--- config.mk ---
export PLATFORM = sky130hd
export DESIGN_NAME = dff_mem_ctrl
export DESIGN_NICKNAME = d
export VERILOG_FILES = /design/src/rtl/dff_mem_ctrl.sv
export SDC_FILE = /design/constraint.sdc
export NUM_CORES = 1
export LEC_CHECK = 0
export CAP_MARGIN = 25
export CORE_MARGIN = 3
export CORE_UTILIZATION = 50
export DETAILED_ROUTE_END_ITERATION = 6
export GPL_ROUTABILITY_DRIVEN = 0
export GPL_TIMING_DRIVEN = 0
export PLACE_DENSITY = 0.68
export SYNTH_ARGS = -nofsm -noshare
export SYNTH_HDL_FRONTEND = slang
export SYNTH_SLANG_ARGS = --single-unit
export TNS_END_PERCENT = 1
--- constraint.sdc ---
create_clock -name clk -period 6 [get_ports clk]
set_clock_uncertainty 0.2 [all_clocks]
set_input_delay 1.2 -clock clk [delete_from_list [all_inputs] [get_ports clk]]
set_output_delay 1.2 -clock clk [all_outputs]
set_load 0.01 [all_outputs]
--- src/rtl/dff_mem_ctrl.sv ---
// Flip-flop register-file scratch memory with valid/ready requests, registered read responses
// and a clear sweep that zeroes every word. Optional byte enables via DFF_MEM_BYTE_WE_EN.
//
// state | meaning
// CLEAR | sweep writes zero to one word per cycle; requests blocked, busy high
// IDLE  | accepts single-word reads and writes; clr restarts the sweep
module dff_mem_ctrl #(
  parameter int DATA_W = 8,
  parameter int ADDR_W = 4,
  parameter int DEPTH  = 16
) (
  input  logic                                          clk,
  input  logic                                          rst,
  input  logic                                          req_valid,
  output logic                                          req_ready,
  input  logic                                          req_we,
  input  logic [ADDR_W-1:0]                             req_addr,
  input  logic [DATA_W-1:0]                             req_wdata,
  input  logic [((DATA_W/8 > 0) ? DATA_W/8 : 1)-1:0]    req_be,
  input  logic                                          clr,
  output logic                                          busy,
  output logic                                          rsp_valid,
  output logic [DATA_W-1:0]                             rsp_rdata,
  output logic                                          rsp_err
);

  localparam int              BE_W    = (DATA_W/8 > 0) ? DATA_W/8 : 1;
  localparam int              IDX_W   = (DEPTH > 1) ? $clog2(DEPTH) : 1;
  localparam logic [ADDR_W:0] DEPTH_C = (ADDR_W+1)'(DEPTH);
  localparam logic [ADDR_W:0] LAST_C  = (ADDR_W+1)'(DEPTH-1);

  typedef enum logic {
    CLEAR = 1'b0,
    IDLE  = 1'b1
  } state_t;

  state_t            state;
  logic [ADDR_W:0]   ptr;
  logic [DATA_W-1:0] mem [DEPTH];

  logic             in_range;
  logic             accept;
  logic [IDX_W-1:0] addr_idx;
  logic [IDX_W-1:0] ptr_idx;

  assign in_range  = {1'b0, req_addr} < DEPTH_C;
  assign req_ready = (state == IDLE) && !clr;
  assign accept    = req_valid && req_ready;
  assign addr_idx  = req_addr[IDX_W-1:0];
  assign ptr_idx   = ptr[IDX_W-1:0];

  always_ff @(posedge clk) begin
    if (rst) begin
      state     <= CLEAR;
      ptr       <= '0;
      busy      <= 1'b1;
      rsp_valid <= 1'b0;
      rsp_rdata <= '0;
      rsp_err   <= 1'b0;
    end else begin
      rsp_valid <= 1'b0;
      rsp_err   <= 1'b0;
      case (state)
        CLEAR: begin
          ptr <= ptr + 1'b1;
          if (ptr == LAST_C) begin
            state <= IDLE;
            busy  <= 1'b0;
          end
        end
        IDLE: begin
          if (clr) begin
            state <= CLEAR;
            ptr   <= '0;
            busy  <= 1'b1;
          end else if (accept && !req_we) begin
            rsp_valid <= 1'b1;
            rsp_err   <= !in_range;
            rsp_rdata <= in_range ? mem[addr_idx] : '0;
          end
        end
        default: state <= CLEAR;
      endcase
    end
  end

  // Storage is never reset directly; the sweep is what zeroes it.
  always_ff @(posedge clk) begin
    if (!rst) begin
      if (state == CLEAR) begin
        mem[ptr_idx] <= '0;
      end else if (accept && req_we && in_range) begin
`ifdef DFF_MEM_BYTE_WE_EN
        for (int i = 0; i < BE_W; i++) begin
          if (req_be[i]) mem[addr_idx][8*i +: 8] <= req_wdata[8*i +: 8];
        end
`else
        mem[addr_idx] <= req_wdata;
`endif
      end
    end
  end

`ifndef DFF_MEM_BYTE_WE_EN
  // Byte enables stay on the port list for pin compatibility only.
  logic unused_be;
  assign unused_be = ^req_be;
`endif

endmodule

==> results of run 1 <==
[kinds of logic after synthesis]
group	after synthesis	share of synthesized area
buffers and inverters	22	0.0221
AO/OA/AOI/OAI	28	0.0394
flip-flops	144	0.721
AND/OR/NAND/NOR	58	0.0494
adder cells (fa/ha/maj)	2	0.00433
multiplexers	52	0.160
other	1	0.000649
XOR/XNOR	2	0.00303
[worst max-delay path: stages]
cell and delay [ps]:
clkdlybuf4s50_1 530, nand2b_1 230, inv_2 110, clkdlybuf4s50_1 550
[final timing paths]
path,to,slack (ps),cells past startpoint,start
worst min-delay path,rsp_rdata[6]$_SDFFE_PP0P_,280,2,rsp_rdata[6]$_SDFFE_PP0P_
worst max register to register,mem[15][1]$_DFFE_PP_,3320,6,state$_SDFF_PP0_
worst max-delay path,req_ready,1980,4,clr
worst min register to register,rsp_rdata[6]$_SDFFE_PP0P_,280,2,rsp_rdata[6]$_SDFFE_PP0P_
[stage by stage]
step / hold slack [ps] / area [um2] / instances / utilization / worst slack, ps
after floorplan: 306 / 5780 / 309 / - / 2890
after global placement: 256 / 6190 / 473 / 0.559 / 1940
after detailed placement: 274 / 6190 / 473 / 0.559 / 1890
after CTS: 289 / 6790 / 505 / 0.613 / 1960
after global routing: 318 / 6790 / 505 / 0.613 / 1930
final: 284 / 6790 / 505 / 0.613 / 1980
[cell type report]
class                           instances  share of cell area
Sequential cell                       144               0.613
Multi-Input combinational cell        143               0.219
Clock buffer                           18              0.0647
Timing Repair Buffer                   24              0.0354
Tap cell                              140              0.0258
Clock inverter                         14              0.0232
Buffer                                 16              0.0155
Inverter                                6             0.00332
[state kept, by name, indices dropped and copies added, names as in the netlist]
signal / count
busy: 1
ptr: 5
rsp_valid: 1
rsp_rdata: 8
state: 1
mem: 128
[power groups by stage]
stage	Sequential, mW	Clock [mW]	Combinational (mW)
after floorplan	1.12	0	0.0591
after global placement	1.12	0	0.0864
after detailed placement	1.12	0	0.0873
after CTS	1.10	1.06	0.0882
after global routing	1.10	1.10	0.0943
final	1.10	1.04	0.0870
[synth_stat cells]
cell and count:
o21ai_0 7, and2_1 8, mux4_2 32, nand3b_1 1, buf_6 3, a211o_1 1
inv_2 1, mux2_4 1, xor2_1 1, conb_1 1, and3_1 3, a31oi_1 1
edfxtp_1 128, buf_2 6, nor2b_1 6, ha_1 2, xnor2_1 1, o22a_1 3
buf_4 4, nor4b_1 1, a21o_1 2, nor3_1 2, mux2i_1 19, nand2b_1 3
a31oi_4 2, nand4_1 2, dfxtp_1 16, nand3_1 1, inv_1 5, a21oi_1 3
nand2_1 6, a32oi_1 2, clkbuf_1 3, a2bb2oi_1 7, nor2_1 25
[routing by layer]
layer	up-vias	global-route usage	routed length [um]
li1	1321	-	-
met1	1465	0.253	4690
met2	92	0.320	5800
met3	13	0.0419	774
met4	0	0.0745	195
met5	-	0	0
==> reports/summary.txt, run 1 <==
post-CTS setup buffer count - 0
Internal - 1.76 mW
Switching Power - 0.466 mW
Overall Power - 2.23 mW
hold_buf cts - 0
Nets - 372
DIE HEIGHT - 113 um
CP endpoint kind - output port
Routed WL per cell - 22.7 um
Via density - 5.72
crit path launch type - input port
most frequent cells in the layout - 128 x edfxtp_1, 32 x mux4_2, 25 x nor2_1
CTS H-Tree Depth - 4
sequential fraction of the synthesis area - 0.721
clock root buffer - clkbuf_16
largest net degree at the start of global routing - 17
maxcap violations - 0
RSZ-0062 raised after global routing - no
initial antenna violation count - 0
clk_lat worst skew - 410 ps
cts bufs inserted - 17
Synth Instances - 309
drt total wl - 11500 um
Die X - 113 um
clock sink count - 144
status - complete, no violations
Final Max Slew Viols - 0
Hold Crit Class - flip-flop to flip-flop
CTS tree - done
most common cell after layout, fill and taps aside - edfxtp_1
Die Area - 12900 um2
Slew @ Worst Pin - 996 ps
vias in the first global route - 3081
synth unique cells - 35
Multi-input gate area - 1490 um2
critical setup path kind - input port to output port
Clock Path Buffers - 2
Top-Level Pins - 30
highest clock rate - 249 MHz
Core Area - 11100 um2
hpwl dp - 7220 um
Worst VDD drop - 0.000189 V
FP Rows - 38
Crit path required time - 4600 ps
Pwr Density - 328 nW/um2
first-pass GRT wire length - 17800 um
cells taking the most area after synthesis - edfxtp_1 67%, mux4_2 12%, dfxtp_1 5.5%
drt first pass iters - 4
Synth top area share - 0.665
Pleak - 2.05 nW
DRC - 0
Ant. Diodes - 0
Fill cells - 803
setup TNS - 0 ps
Clock transition at path regs - 60 ps
Final setup viols - 0
register area - 4160 um2
GRT overflow - 0
Syn-to-layout area delta - 17.5%
crit path DAT - 2620 ps
Yosys warnings - 0
PostCTS Resize Cnt - 0
Post-Syn Area - 5780 um2
clock share of power - 0.468
GRT Overall Usage - 0.193
net switching fraction of the power - 0.209
combinational share of power - 0.039
remaining antenna violation count - 0
sequential share of power - 0.493
max_slew headroom - 0.333
initial core utilization - 0.521
final hold violation count - 0
CP max FO - 7
register bit total from synthesis - 144
mean area per synthesized cell - 18.7 um2
syn_nets - 329
IO buf count - 24
final cycle utilization of the critical path - 0.669
min Tclk post-route - 4020 ps
area leader, netlist - edfxtp_1
share of layout cells above drive strength 1 - 0.222
Vias - 2891
drt initial violations - 236
Note: power is estimated with default switching activity, not from simulation.
==> inputs of run 2 (changes only) <==
Settings changed: PLACE_DENSITY 0.68 to 0.71.
Clock period 6 ns to 3.6 ns, I/O delays scaled along.
==> run 2 against run 1 <==
Sequential share of layout area hardly changed. Global-route usage fell by 0.17 points. Sequential power increased by 66%. Critical path type is now input port to flip-flop. Clock power is 70% higher. Via count is 0.59% higher. Non-clock buffer count unchanged. First-iteration DRC count rose by 8.5%. Combinational power increased by 67%. Largest power group unchanged.
==> reports/summary.txt, run 2 (synthesized netlist as in run 1, its figures left out) <==
Ant. Diodes - 0
Place WS - -16.1 ps
max FFs per register - 128
max_slew headroom - 0.312
most common cell after layout, fill and taps aside - edfxtp_1
Overall Power - 3.75 mW
critical setup path kind - input port to flip-flop
drt total wl - 11300 um
clk_lat worst skew - 410 ps
Slew @ Worst Pin - 1030 ps
Clock Path Buffers - 2
GRT Overall Usage - 0.192
crit path DAT - 3050 ps
CP endpoint kind - flip-flop
post-CTS setup buffer count - 0
final hold violation count - 0
initial core utilization - 0.521
Clock transition at path regs - 60 ps
CTS tree - done
Routed WL per cell - 22.4 um
PostCTS Resize Cnt - 0
Core Area - 11100 um2
Hold Crit Class - flip-flop to flip-flop
Top reg by flops - mem
worst min-delay path endpoint - rsp_rdata[6]$_SDFFE_PP0P_
first-pass GRT wire length - 17800 um
FP Rows - 38
Crit path required time - 3430 ps
CP max FO - 8
depth of the worst register-to-register path - 6
drt initial violations - 256
cts bufs inserted - 17
dpl cells - 473
initial antenna violation count - 0
Syn-to-layout area delta - 17.6%
Top-Level Pins - 30
Worst VDD drop - 0.000346 V
share of layout cells above drive strength 1 - 0.211
Vias - 2908
Pwr Density - 552 nW/um2
hold_sp - rsp_rdata[6]$_SDFFE_PP0P_
Hold Path Stages - 2
DRC - 0
Die X - 113 um
metal2 WL - 5530 um
metal3 WL - 826 um
Hold WS - 275 ps
Nets - 372
DIE HEIGHT - 113 um
Final Max Slew Viols - 0
Final setup viols - 0
final worst slack - 378 ps
RSZ-0062 raised after global routing - no
GRT overflow - 0
maxcap violations - 0
Pleak - 2.07 nW
crit path launch type - input port
clock root buffer - clkbuf_16
Metal-1 WL - 4740 um
status - complete, no violations
Via density - 5.76
CTS H-Tree Depth - 4
hpwl dp - 7150 um
Worst R2R Start - state$_SDFF_PP0_
Crit Reg-Reg Endpoint - mem[7][0]$_DFFE_PP_
Die Area - 12900 um2
remaining antenna violation count - 0
post-route insts no fill - 505
Top Registers - mem x128, rsp_rdata x8, ptr x5
largest net degree at the start of global routing - 17
highest clock rate - 310 MHz
final cycle utilization of the critical path - 0.895
most frequent cells in the layout - 128 x edfxtp_1, 32 x mux4_2, 25 x nor2_1
Max Used Layer - met4
vias in the first global route - 3085
IO buf count - 24
setup TNS - 0 ps
clock sink count - 144
internal reg-to-reg setup slack - 910 ps
hold_buf cts - 0
drt first pass iters - 4
min Tclk post-route - 3220 ps
[run 2: cell count changes in the layout (fill, tap and decap cells not counted), moves of 2 or more]
cell	delta
bufinv_16	+2
clkinv_1	+3
clkinv_2	+5
clkinv_4	-5
clkinvlp_4	-3
inv_6	-2
[run 2: through the flow]
step                instance area [um2]   util
global route                       6790  0.613
global placement                   6190  0.559
floorplan                          5780      -
CTS                                6790  0.613
finish                             6790  0.613
detailed placement                 6190  0.559
[run 2: worst max path at each step]
stage | end | start | cells after the start
detailed placement | mem[7][5]$_DFFE_PP_ | clr | 7
global placement | mem[11][5]$_DFFE_PP_ | clr | 7
global route | mem[7][0]$_DFFE_PP_ | clr | 7
CTS | mem[7][5]$_DFFE_PP_ | clr | 7
floorplan | mem[11][0]$_DFFE_PP_ | req_addr[1] | 6
finish | mem[7][0]$_DFFE_PP_ | clr | 7
[run 2: power breakdown]
group / internal, mW / switching, mW
sequential: 1.82 / 0.00924
clock: 1.14 / 0.628
combinational: 0.0677 / 0.0771
total: 3.03 / 0.714
[run 2: layout make-up]
type / instances / area [um2]
fill: 816 / 4290
clock inverter: 14 / 170
buffer: 16 / 105
clock buffer: 18 / 429
multi-input combinational: 143 / 1490
timing repair buffer: 24 / 240
tap: 140 / 175
inverter: 6 / 22.5
sequential: 144 / 4160
[run 2: layer usage]
| layer | track usage | vias to the layer above |
|---|---|---|
| met5 | 0 | - |
| met4 | 0.0825 | 0 |
| met3 | 0.0509 | 17 |
| met2 | 0.296 | 111 |
| met1 | 0.260 | 1463 |
| li1 | - | 1317 |
[run 2: worst max-delay path, stage by stage]
cell and delay, ps:
clkdlybuf4s50_1 530, nand2b_1 230, inv_2 110, and3_1 160, buf_4 170, mux2_4 330
nor2_1 790
==> inputs of run 3 (changes only) <==
Settings changed: CORE_ASPECT_RATIO set to 0.9.
==> run 3 against run 2 <==
Die area hardly changed. Critical path type unchanged. First-iteration DRC count is 1.2% higher. Clock-buffer cell count is 5 higher. Fmax is 2.7% higher. Design area is 1.2% higher. Critical path depth stayed put. Power is 4.6% higher. Wire length is 0.93% higher. Register-to-register slack better by 70 ps. Utilization is 0.96 points higher. Largest power group is now clock.
==> reports/summary.txt, run 3 (synthesized netlist as in run 1, its figures left out) <==
CTS tree - done
post-route design area - 6870 um2
remaining antenna violation count - 0
hold_buf cts - 0
vias in the first global route - 3116
Top-Level Pins - 30
Core Area - 11000 um2
Final Max Slew Viols - 0
drt first pass iters - 5
Via density - 5.70
clock root buffer - clkbuf_16
Top Registers - mem x128, rsp_rdata x8, ptr x5
status - complete, no violations
Top reg by flops - mem
Pleak - 2.09 nW
CTS H-Tree Depth - 4
initial core utilization - 0.523
cts bufs inserted - 17
FP Rows - 36
setup TNS - 0 ps
clock sink count - 144
Final setup viols - 0
clk_lat worst skew - 410 ps
max FFs per register - 128
DRC - 0
Vias - 2945
PostCTS Resize Cnt - 0
crit path DAT - 2970 ps
final hold violation count - 0
Nets - 372
Pwr Density - 570 nW/um2
post-CTS setup buffer count - 0
max_slew headroom - 0.351
RSZ-0062 raised after global routing - no
Crit path required time - 3430 ps
CP endpoint kind - flip-flop
initial antenna violation count - 0
min Tclk post-route - 3140 ps
share of layout cells above drive strength 1 - 0.216
Multi-input gate area - 1490 um2
Syn-to-layout area delta - 19.0%
GRT overflow - 0
Clock transition at path regs - 50 ps
Ant. Diodes - 0
drt initial violations - 259
post-route insts no fill - 517
Fill cells - 771
final cycle utilization of the critical path - 0.871
GRT Overall Usage - 0.196
internal reg-to-reg setup slack - 980 ps
most common cell after layout, fill and taps aside - edfxtp_1
Util after Layout - 0.623
Die Area - 12900 um2
first-pass GRT wire length - 18000 um
dpl cells - 485
largest net degree at the start of global routing - 17
Hold Crit Class - flip-flop to flip-flop
crit path launch type - input port
Routed WL per cell - 22.1 um
Die X - 119 um
CP max FO - 8
Slew @ Worst Pin - 970 ps
most frequent cells in the layout - 128 x edfxtp_1, 32 x mux4_2, 25 x nor2_1
IO buf count - 24
Placed Instance Area - 6210 um2
hpwl dp - 7200 um
drt total wl - 11400 um
Clock Path Buffers - 2
register area - 4160 um2
Worst VDD drop - 0.000379 V
DIE HEIGHT - 108 um
maxcap violations - 0
highest clock rate - 319 MHz
critical setup path kind - input port to flip-flop
Overall Power - 3.92 mW
## run 3: changes by cell type in the layout (fill, tap and decap cells not counted), sizes merged
cell / delta
bufinv: +1
clkinv: -7
clkinvlp: +1
clkbuf: +5
## run 3: power by group
part | internal [mW] | total (mW) | switching, mW
Sequential | 1.82 | 1.83 | 0.00983
Combinational | 0.0678 | 0.145 | 0.0777
Clock | 1.30 | 1.94 | 0.639
## run 3: area by class of cell
class / count / share of cell area
Clock buffer: 23 / 0.0710
Tap cell: 152 / 0.0277
Clock inverter: 9 / 0.0257
Multi-Input combinational cell: 143 / 0.216
Buffer: 16 / 0.0153
Timing Repair Buffer: 24 / 0.0350
Inverter: 6 / 0.00328
Sequential cell: 144 / 0.606
## run 3: metrics by stage
stage	hold WS (ps)	worst slack [ps]
after global routing	299	302
final	269	463
after global placement	259	71.0
after detailed placement	259	17.8
after floorplan	306	973
after CTS	272	454
## run 3: path summary, 6_finish.rpt
kind	cells after the start	endpoint	startpoint
setup / recovery	7	mem[7][3]$_DFFE_PP_	clr
hold reg to reg	2	rsp_rdata[5]$_SDFFE_PP0P_	rsp_rdata[5]$_SDFFE_PP0P_
hold / removal	2	rsp_rdata[5]$_SDFFE_PP0P_	rsp_rdata[5]$_SDFFE_PP0P_
setup reg to reg	6	mem[7][3]$_DFFE_PP_	state$_SDFF_PP0_
## run 3: per-layer routing
layer	up-vias	wire, um	track usage
met3	8	609	0.0502
met2	80	5810	0.317
met4	0	97	0.0687
li1	1320	-	-
met5	-	0	0
met1	1537	4910	0.264
## run 3: worst max-delay path, stage by stage
cell and delay [ps]:
clkdlybuf4s50_1 530, nand2b_1 230, inv_2 100, and3_1 160, buf_4 160, mux2_4 330, nor2_1 730
